===== src/rtl/timer_key_sequencer.sv =====
// Key sequencer and control FSM for the time-of-day / countdown timer.
// Debounces the three pushbuttons, makes the 1 Hz tick and blink phase,
// and issues one-cycle command strobes plus display selects to the
// BCD counter/display datapath.
//
// Ports:
//   clock, reset          system clock, synchronous active-high reset
//   key_*_n               raw active-low pushbuttons (asynchronous)
//   cnt_zero              countdown datapath reads 00:00:00
//   disp_sel              0=ID 1=time of day 2=countdown 3=preset
//   edit_field            0=none 1=sec 2=min 3=hr
//   blink                 blank edited field (all digits when done)
//   tod_tick, dec_strobe, inc_strobe, clr_sec_strobe, load_strobe
//                         one-cycle datapath commands
//   alarm_on              countdown expired
module timer_key_sequencer #(
    parameter int CLK_HZ       = 50000000,
    parameter int DEBOUNCE_CYC = 1000000,
    parameter int BLINK_CYC    = 25000000,
    parameter int ID_CYC       = 100000000
) (
    input  logic       clock,
    input  logic       reset,
    input  logic       key_adjust_n,
    input  logic       key_start_stop_n,
    input  logic       key_mode_n,
    input  logic       cnt_zero,
    output logic [1:0] disp_sel,
    output logic [1:0] edit_field,
    output logic       blink,
    output logic       tod_tick,
    output logic       dec_strobe,
    output logic       inc_strobe,
    output logic       clr_sec_strobe,
    output logic       load_strobe,
    output logic       alarm_on
);

    localparam int CW = $clog2(CLK_HZ + 1);
    localparam int DW = $clog2(DEBOUNCE_CYC + 1);
    localparam int BW = $clog2(BLINK_CYC + 1);
    localparam int IW = $clog2(ID_CYC + 1);

    typedef enum logic [3:0] {
        S_ID, S_TOD, S_TE_SEC, S_TE_MIN, S_TE_HR,
        S_CD_IDLE, S_CD_RUN, S_CD_PAUSE,
        S_CE_MIN, S_CE_HR, S_CD_DONE
    } state_e;

    // Key bit order everywhere: [0]=adjust [1]=start_stop [2]=mode
    logic [2:0]    sync1_q, sync2_q, db_q, press_q;
    logic [DW-1:0] deb_cnt_q [3];

    always_ff @(posedge clock) begin
        if (reset) begin
            sync1_q <= 3'b111;
            sync2_q <= 3'b111;
            db_q    <= 3'b111;
            press_q <= 3'b000;
            for (int i = 0; i < 3; i++) deb_cnt_q[i] <= '0;
        end else begin
            sync1_q <= {key_mode_n, key_start_stop_n, key_adjust_n};
            sync2_q <= sync1_q;
            for (int i = 0; i < 3; i++) begin
                press_q[i] <= 1'b0;
                if (sync2_q[i] != db_q[i]) begin
                    if (deb_cnt_q[i] == DW'(DEBOUNCE_CYC - 1)) begin
                        deb_cnt_q[i] <= '0;
                        db_q[i]      <= sync2_q[i];
                        // Only the accepted 1->0 level change is a press
                        press_q[i]   <= ~sync2_q[i];
                    end else begin
                        deb_cnt_q[i] <= deb_cnt_q[i] + 1'b1;
                    end
                end else begin
                    deb_cnt_q[i] <= '0;
                end
            end
        end
    end

    // Same-cycle events resolve mode > start_stop > adjust
    logic ev_mode, ev_ss, ev_adj;
    assign ev_mode = press_q[2];
    assign ev_ss   = press_q[1] & ~press_q[2];
    assign ev_adj  = press_q[0] & ~press_q[1] & ~press_q[2];

    state_e        state_q, state_d;
    logic [CW-1:0] tick_cnt_q;
    logic [IW-1:0] id_cnt_q;
    logic [BW-1:0] blink_cnt_q;
    logic          tick;
    logic          inc_d, clr_d, load_d, dec_d, tod_d;
    logic [1:0]    disp_d, field_d;
    logic          tod_edit, blink_en;

    assign tick     = (tick_cnt_q == CW'(CLK_HZ - 1));
    assign tod_edit = state_q inside {S_TE_SEC, S_TE_MIN, S_TE_HR};
    assign blink_en = state_q inside {S_TE_SEC, S_TE_MIN, S_TE_HR,
                                      S_CE_MIN, S_CE_HR, S_CD_DONE};

    always_comb begin
        state_d = state_q;
        inc_d   = 1'b0;
        clr_d   = 1'b0;
        load_d  = 1'b0;
        dec_d   = 1'b0;
        tod_d   = tick & ~tod_edit;
        unique case (state_q)
            S_ID: begin
                if (id_cnt_q == IW'(ID_CYC - 1)) state_d = S_TOD;
            end
            S_TOD: begin
                if (ev_mode)     state_d = S_CD_IDLE;
                else if (ev_adj) state_d = S_TE_SEC;
            end
            S_TE_SEC: begin
                if (ev_ss)        clr_d   = 1'b1;
                else if (ev_mode) state_d = S_TE_MIN;
                else if (ev_adj)  state_d = S_TOD;
            end
            S_TE_MIN: begin
                if (ev_ss)        inc_d   = 1'b1;
                else if (ev_mode) state_d = S_TE_HR;
                else if (ev_adj)  state_d = S_TOD;
            end
            S_TE_HR: begin
                if (ev_ss)        inc_d   = 1'b1;
                else if (ev_mode) state_d = S_TE_SEC;
                else if (ev_adj)  state_d = S_TOD;
            end
            S_CD_IDLE: begin
                if (ev_mode)                 state_d = S_TOD;
                else if (ev_ss && !cnt_zero) state_d = S_CD_RUN;
                else if (ev_adj)             state_d = S_CE_MIN;
            end
            S_CD_RUN: begin
                // A tick swallows any key event in the same cycle
                if (tick) begin
                    if (cnt_zero) state_d = S_CD_DONE;
                    else          dec_d   = 1'b1;
                end else if (ev_ss) begin
                    state_d = S_CD_PAUSE;
                end else if (ev_adj) begin
                    load_d  = 1'b1;
                    state_d = S_CD_IDLE;
                end
            end
            S_CD_PAUSE: begin
                if (ev_ss) begin
                    state_d = S_CD_RUN;
                end else if (ev_adj) begin
                    load_d  = 1'b1;
                    state_d = S_CD_IDLE;
                end
            end
            S_CE_MIN, S_CE_HR: begin
                if (ev_ss) begin
                    inc_d = 1'b1;
                end else if (ev_mode) begin
                    state_d = (state_q == S_CE_MIN) ? S_CE_HR : S_CE_MIN;
                end else if (ev_adj) begin
                    load_d  = 1'b1;
                    state_d = S_CD_IDLE;
                end
            end
            S_CD_DONE: begin
                if (ev_mode || ev_ss || ev_adj) begin
                    load_d  = 1'b1;
                    state_d = S_CD_IDLE;
                end
            end
            default: state_d = S_ID;
        endcase

        disp_d  = 2'd2;
        field_d = 2'd0;
        unique case (state_d)
            S_ID:     disp_d = 2'd0;
            S_TOD:    disp_d = 2'd1;
            S_TE_SEC: begin disp_d = 2'd1; field_d = 2'd1; end
            S_TE_MIN: begin disp_d = 2'd1; field_d = 2'd2; end
            S_TE_HR:  begin disp_d = 2'd1; field_d = 2'd3; end
            S_CE_MIN: begin disp_d = 2'd3; field_d = 2'd2; end
            S_CE_HR:  begin disp_d = 2'd3; field_d = 2'd3; end
            default:  disp_d = 2'd2;
        endcase
    end

    always_ff @(posedge clock) begin
        if (reset) begin
            state_q        <= S_ID;
            tick_cnt_q     <= '0;
            id_cnt_q       <= '0;
            blink_cnt_q    <= '0;
            blink          <= 1'b0;
            disp_sel       <= 2'd0;
            edit_field     <= 2'd0;
            tod_tick       <= 1'b0;
            dec_strobe     <= 1'b0;
            inc_strobe     <= 1'b0;
            clr_sec_strobe <= 1'b0;
            load_strobe    <= 1'b0;
            alarm_on       <= 1'b0;
        end else begin
            tick_cnt_q <= tick ? '0 : tick_cnt_q + 1'b1;
            if (state_q == S_ID) id_cnt_q <= id_cnt_q + 1'b1;
            state_q <= state_d;
            // New state restarts the blink so the new field shows first
            if (state_d != state_q) begin
                blink_cnt_q <= '0;
                blink       <= 1'b0;
            end else if (blink_en) begin
                if (blink_cnt_q == BW'(BLINK_CYC - 1)) begin
                    blink_cnt_q <= '0;
                    blink       <= ~blink;
                end else begin
                    blink_cnt_q <= blink_cnt_q + 1'b1;
                end
            end
            disp_sel       <= disp_d;
            edit_field     <= field_d;
            tod_tick       <= tod_d;
            dec_strobe     <= dec_d;
            inc_strobe     <= inc_d;
            clr_sec_strobe <= clr_d;
            load_strobe    <= load_d;
            alarm_on       <= (state_d == S_CD_DONE);
        end
    end

endmodule


===== config.mk =====
export PLATFORM = sky130hd
export DESIGN_NAME = timer_key_sequencer
export DESIGN_NICKNAME = d
export VERILOG_FILES = /design/src/rtl/timer_key_sequencer.sv
export SDC_FILE = /design/constraint.sdc
export NUM_CORES = 1
export LEC_CHECK = 0
export ABC_AREA = 1
export CAP_MARGIN = 5
export CORE_MARGIN = 2
export CORE_UTILIZATION = 25
export DETAILED_ROUTE_END_ITERATION = 8
export GPL_ROUTABILITY_DRIVEN = 0
export HOLD_SLACK_MARGIN = 0.08
export PLACE_DENSITY = 0.49
export RECOVER_POWER = 25
export SLEW_MARGIN = 40
export SYNTH_ARGS = -nofsm -noshare
export SYNTH_HDL_FRONTEND = slang
export SYNTH_SLANG_ARGS = --single-unit

===== constraint.sdc =====
create_clock -name clock -period 3.4 [get_ports clock]
set_input_delay 0.68 -clock clock [delete_from_list [all_inputs] [get_ports clock]]
set_output_delay 0.68 -clock clock [all_outputs]
set_load 0.02 [all_outputs]

## Word-level counts from Yosys, hierarchy flattened

Memories as Yosys holds them, arrays and structs flattened.
Cells that the tools add are included.

- Flip-flop bits (word level): 105
- RAM bits: 60
- Input bits: 6
- Output and inout port bits: 11
- Logic and storage cells: 190
- Memories: 1

Memories:

| memory | words | bits a word | rd ports | clocked after memory_dff | write ports | RTL line | source |
|---|---|---|---|---|---|---|---|
| deb_cnt_q | 3 | 20 | 3 | 0 | 3 | 52 | `logic [DW-1:0] deb_cnt_q [3];` |

- Add/sub/neg operators: 6
- Equality and inequality tests: 27
- Muxes and demuxes: 79
- Bitwise gates (word level): 30
- Reduce and logical (&&, ||, !) cells: 26

Operators by type and width:

| cell | number |
|---|---|
| 20-bit two-way mux | 9 |
| 4-bit two-way mux | 21 |
| 20-bit by 1-bit adder with 20-bit output, second input constant | 3 |
| 20-bit == test, second input constant | 3 |
| 1-bit two-way mux | 44 |
| 4-bit case mux with 10 select lines | 1 |
| 27-bit by 1-bit adder with 27-bit output, second input constant | 1 |
| 27-bit == test, second input constant | 1 |
| 26-bit by 1-bit adder with 26-bit output, second input constant | 1 |
| 26-bit == test, second input constant | 1 |
| 25-bit by 1-bit adder with 25-bit output, second input constant | 1 |
| 25-bit == test, second input constant | 1 |
| 25-bit two-way mux | 1 |
| 4-bit == test, second input constant | 6 |
| 4-bit by 3-bit == test with 1-bit output, second input constant | 5 |
| 1-bit inverter | 17 |
| 4-bit by 2-bit == test with 1-bit output, second input constant | 4 |
| 2-bit OR reduction | 8 |
| 2-bit case mux with 3 select lines | 2 |
| 3-bit OR reduction | 4 |
| 1-bit bitwise OR | 9 |
| 4-bit by 1-bit == test with 1-bit output, second input constant | 2 |
| 4-bit zero test | 2 |
| 2-bit AND reduction | 4 |
| 10 further kinds | 17 |

## Logic depth before layout (Yosys ltp)

- Depth after elaboration: 10
- Mapped depth: 16
- Gate-level depth less buffers: 14

## Worst setup path before layout

Ideal clock, no wire load.

- Path type: input to register
- Start point: in reset
- End point: mem deb_cnt_q[0][15] (netlist bit) (data pin)
- Arrival time: 1.778 ns
- Setup slack: 1.356 ns
- Cell stages on the path: 6
- Path through: clkbuf_1 > inv_1 > clkbuf_1 > nand3_1 > clkbuf_1 > nor2_1

RTL lines:

| item | RTL line | source |
|---|---|---|
| from (decl) | 23 | `input logic reset,` |
| to (decl) | 52 |  |

==> impl_metrics.py <==
metrics = {
    "flow_run": {
        "drv_cap": 1,
    },
    "critical_path": {
        "crit_type": "input port to flop",
        "crit_arrival_ns": 2.87,
        "crit_path_cell_trace": "dlygate4sd3_1 > clkbuf_1 > nor2_1 > o21ai_0 > o21ai_0",
        "r2r-start": "state_q[1]",
        "worstPathRequired_ns": 3.64,
        "slowest_delay_ns": 1.19,
        "worstPathMaxFanout": 35,
        "crit_path_end_kind": "flop",
        "cp.depth": 5,
        "start_kind": "input port",
        "critPathSlowestCell": "clkbuf_1",
        "crit_path_frequent_cell": "o21ai_0",
        "startpoint": "reset",
        "crit_family": "buffers and inverters",
        "ff2ff_path_depth": 14,
        "cp_num_buf_inv": 2,
    },
    "outcome": {
        "status": "finished with violations",
        "violations": "max-capacitance violations, max-slew violations",
    },
    "cts": {
        "htree_levels": 4,
        "clock_latency_ns": 0.43,
        "post-cts-setup-buffers": 0,
        "cts_tree": "yes",
        "cts_sinks": 165,
        "clk_pin_slew_ns": 0.06,
        "ctsHoldBuffers": 0,
        "cts_max_path_buffers": 2,
        "root_buffer": "clkbuf_16",
        "cts_buffers": 17,
        "postCtsResizedCells": 0,
    },
    "synth": {
        "syn_inst": 1249,
        "synthDistinctLibCells": 41,
        "syn_area_mm2": 0.00905,
        "synth.area.top_cells": "dfxtp_1, edfxtp_1, nand2_1",
        "ys_seq_elements": 165,
        "yosys.area.top_type_share_pct": 23.2,
        "yosys.area.top_type": "dfxtp_1",
        "synthFlopType": "dfxtp_1",
        "seq_area_frac_synth_pct": 43.1,
        "synth_async_sr_flop_share_pct": 0,
        "syn-mean-instance-area_um2": 7.25,
        "synth_edf_count": 60,
        "yosysWarnings": 0,
    },
    "layout": {
        "final_nets": 1341,
        "fin_cells": 1803,
        "area_growth_pct": 16.4,
        "drive_gt1_share_pct": 7.60,
        "utilization_pct": 29.6,
        "fillers": 3932,
        "n_antenna_cell": 0,
        "final_cell_mix": "nand2_1, nor2_1, inv_1",
        "final_common_cell": "nand2_1",
        "design_area_mm2": 0.0105,
    },
    "sta": {
        "finalCritPeriodShare_pct": 77.5,
        "worst_pin_slew_ns": 1.65,
        "fin_crit_ns": 2.63,
        "setup_tns_ns": 0,
        "finalHoldViolCount": 0,
        "setup_viol": 0,
        "slew_violations": 36,
        "rsz0062_at_grt": "no",
        "slew_headroom_pct": -9.72,
        "skew_ns": 0.0102,
        "fmax_mhz": 380,
        "final.setup.worst_slack_ns": 0.765,
    },
    "floorplan": {
        "die-height_um": 194,
        "die_area_mm2": 0.0377,
        "die_w_um": 194,
        "core_mm2": 0.0356,
        "fp-row-count": 69,
        "ioPinCount": 17,
        "initial_core_util_pct": 25.4,
    },
    "detailed_routing": {
        "ant_nets": 0,
        "wl_per_cell_um": 11.3,
        "routed_via_density": 4.36,
        "drc_errors": 0,
        "totalWireLength_um": 20400,
        "vias": 7869,
        "drt-pass1-iter-count": 5,
        "drt_iter0_drc": 546,
    },
    "power": {
        "powerDensity_mw_per_mm2": 394,
        "peakVddDrop_v": 0.000360,
        "leakage_nw": 3.91,
    },
    "placement": {
        "dp_hpwl_um": 15200,
        "pre_cts_slack_ns": 0.625,
        "portBuffers": 16,
        "dp_cells": 1771,
        "dpl_cell_area_mm2": 0.00996,
    },
    "min_path": {
        "hold_path.class": "flop to flop",
        "holdCritStartpoint": "sync1_q[0]",
        "hold_path_depth": 1,
    },
    "global_route": {
        "grt_pass1_wl_um": 35000,
        "antenna_found_initial": 0,
        "grt_max_degree": 36,
        "grt_use_total_pct": 11.1,
        "grt_overflow": 0,
        "grt_pass1_vias": 7304,
    },
}
sequential cells by signal, summed over array words and instances, names as in the netlist, 3 cells and up:
register,count
deb_cnt_q,60
id_cnt_q,27
tick_cnt_q,26
blink_cnt_q,25
state_q,4
db_q,3
press_q,3
sync1_q,3
sync2_q,3
through the flow:
step	total power, mW	hold WS (ns)
5_1_grt	4.33	0.448
3_3_place_gp	2.28	0.395
6_report	4.15	0.412
4_1_cts	4.23	0.418
2_1_floorplan	2.24	0.389
3_5_place_dp	2.28	0.402
kinds of logic (layout without fill, tap and decap cells):
kind of cell             count (synthesis)  after routing  share of synthesized area, %
AND/OR/NAND/NOR                        733            733                          36.8
buffers and inverters                  183            217                          7.88
flip-flops                             165            165                          43.1
AO/OA/AOI/OAI                          119            119                          7.27
XOR/XNOR                                42             42                          4.06
adder cells (fa/ha/maj)                  6              6                         0.829
other                                    1             60                        0.0414
where the power goes:
group	switching (mW)	leakage, nW	total [mW]	internal [mW]
sequential	0.0361	1.47	2.12	2.08
clock	0.823	0.289	1.91	1.09
combinational	0.0766	2.15	0.115	0.0389
layout make-up:
class / count / area, um^2 / area share (%)
multi-input combinational: 960 / 4650 / 44.2
clock inverter: 9 / 63.8 / 0.606
inverter: 161 / 604 / 5.74
timing repair buffer: 24 / 209 / 1.98
clock buffer: 23 / 522 / 4.95
sequential: 165 / 3900 / 37.1
tap: 461 / 577 / 5.48
Yosys cell counts (all sizes together), types with 13 or more instances:
master,number
nand2,251
nor2,242
dfxtp,105
clkbuf,16
nor3b,17
nor4,13
or2,21
nand4,50
xor2,33
a21oi,59
nand3,79
nor3,57
edfxtp,60
inv,160
o21ai,35
metal layers:
layer	GRT usage [%]	vias to the layer above	share of wire [%]
li1	-	4188	-
met1	15.1	3559	51
met2	17.9	112	45
met3	2.50	10	2.8
met4	2.81	0	0.86
met5	0	-	0
worst paths after layout:
path                         end  slack, ns
setup / recovery     disp_sel[1]       0.77
hold reg to reg       sync2_q[0]       0.41
setup reg to reg  blink_cnt_q[0]       0.94
hold / removal        sync2_q[0]       0.41
worst register-to-register path: stages, from the launching register on:
cell and delay [ns]:
dfxtp_1 0.55, clkinv_1 0.32, nand2_1 0.15, nor2_1 0.07, nand2_1 0.08, nand2_1 0.06, nand2_1 0.05, nand2_1 0.06
nor2_2 0.13, nand2_1 0.10, inv_2 0.07, nor2_1 0.04, nor2_2 0.15, nand3_4 0.35, nor2_1 0.21
No activity file was read; power rests on OpenSTA's default activity.
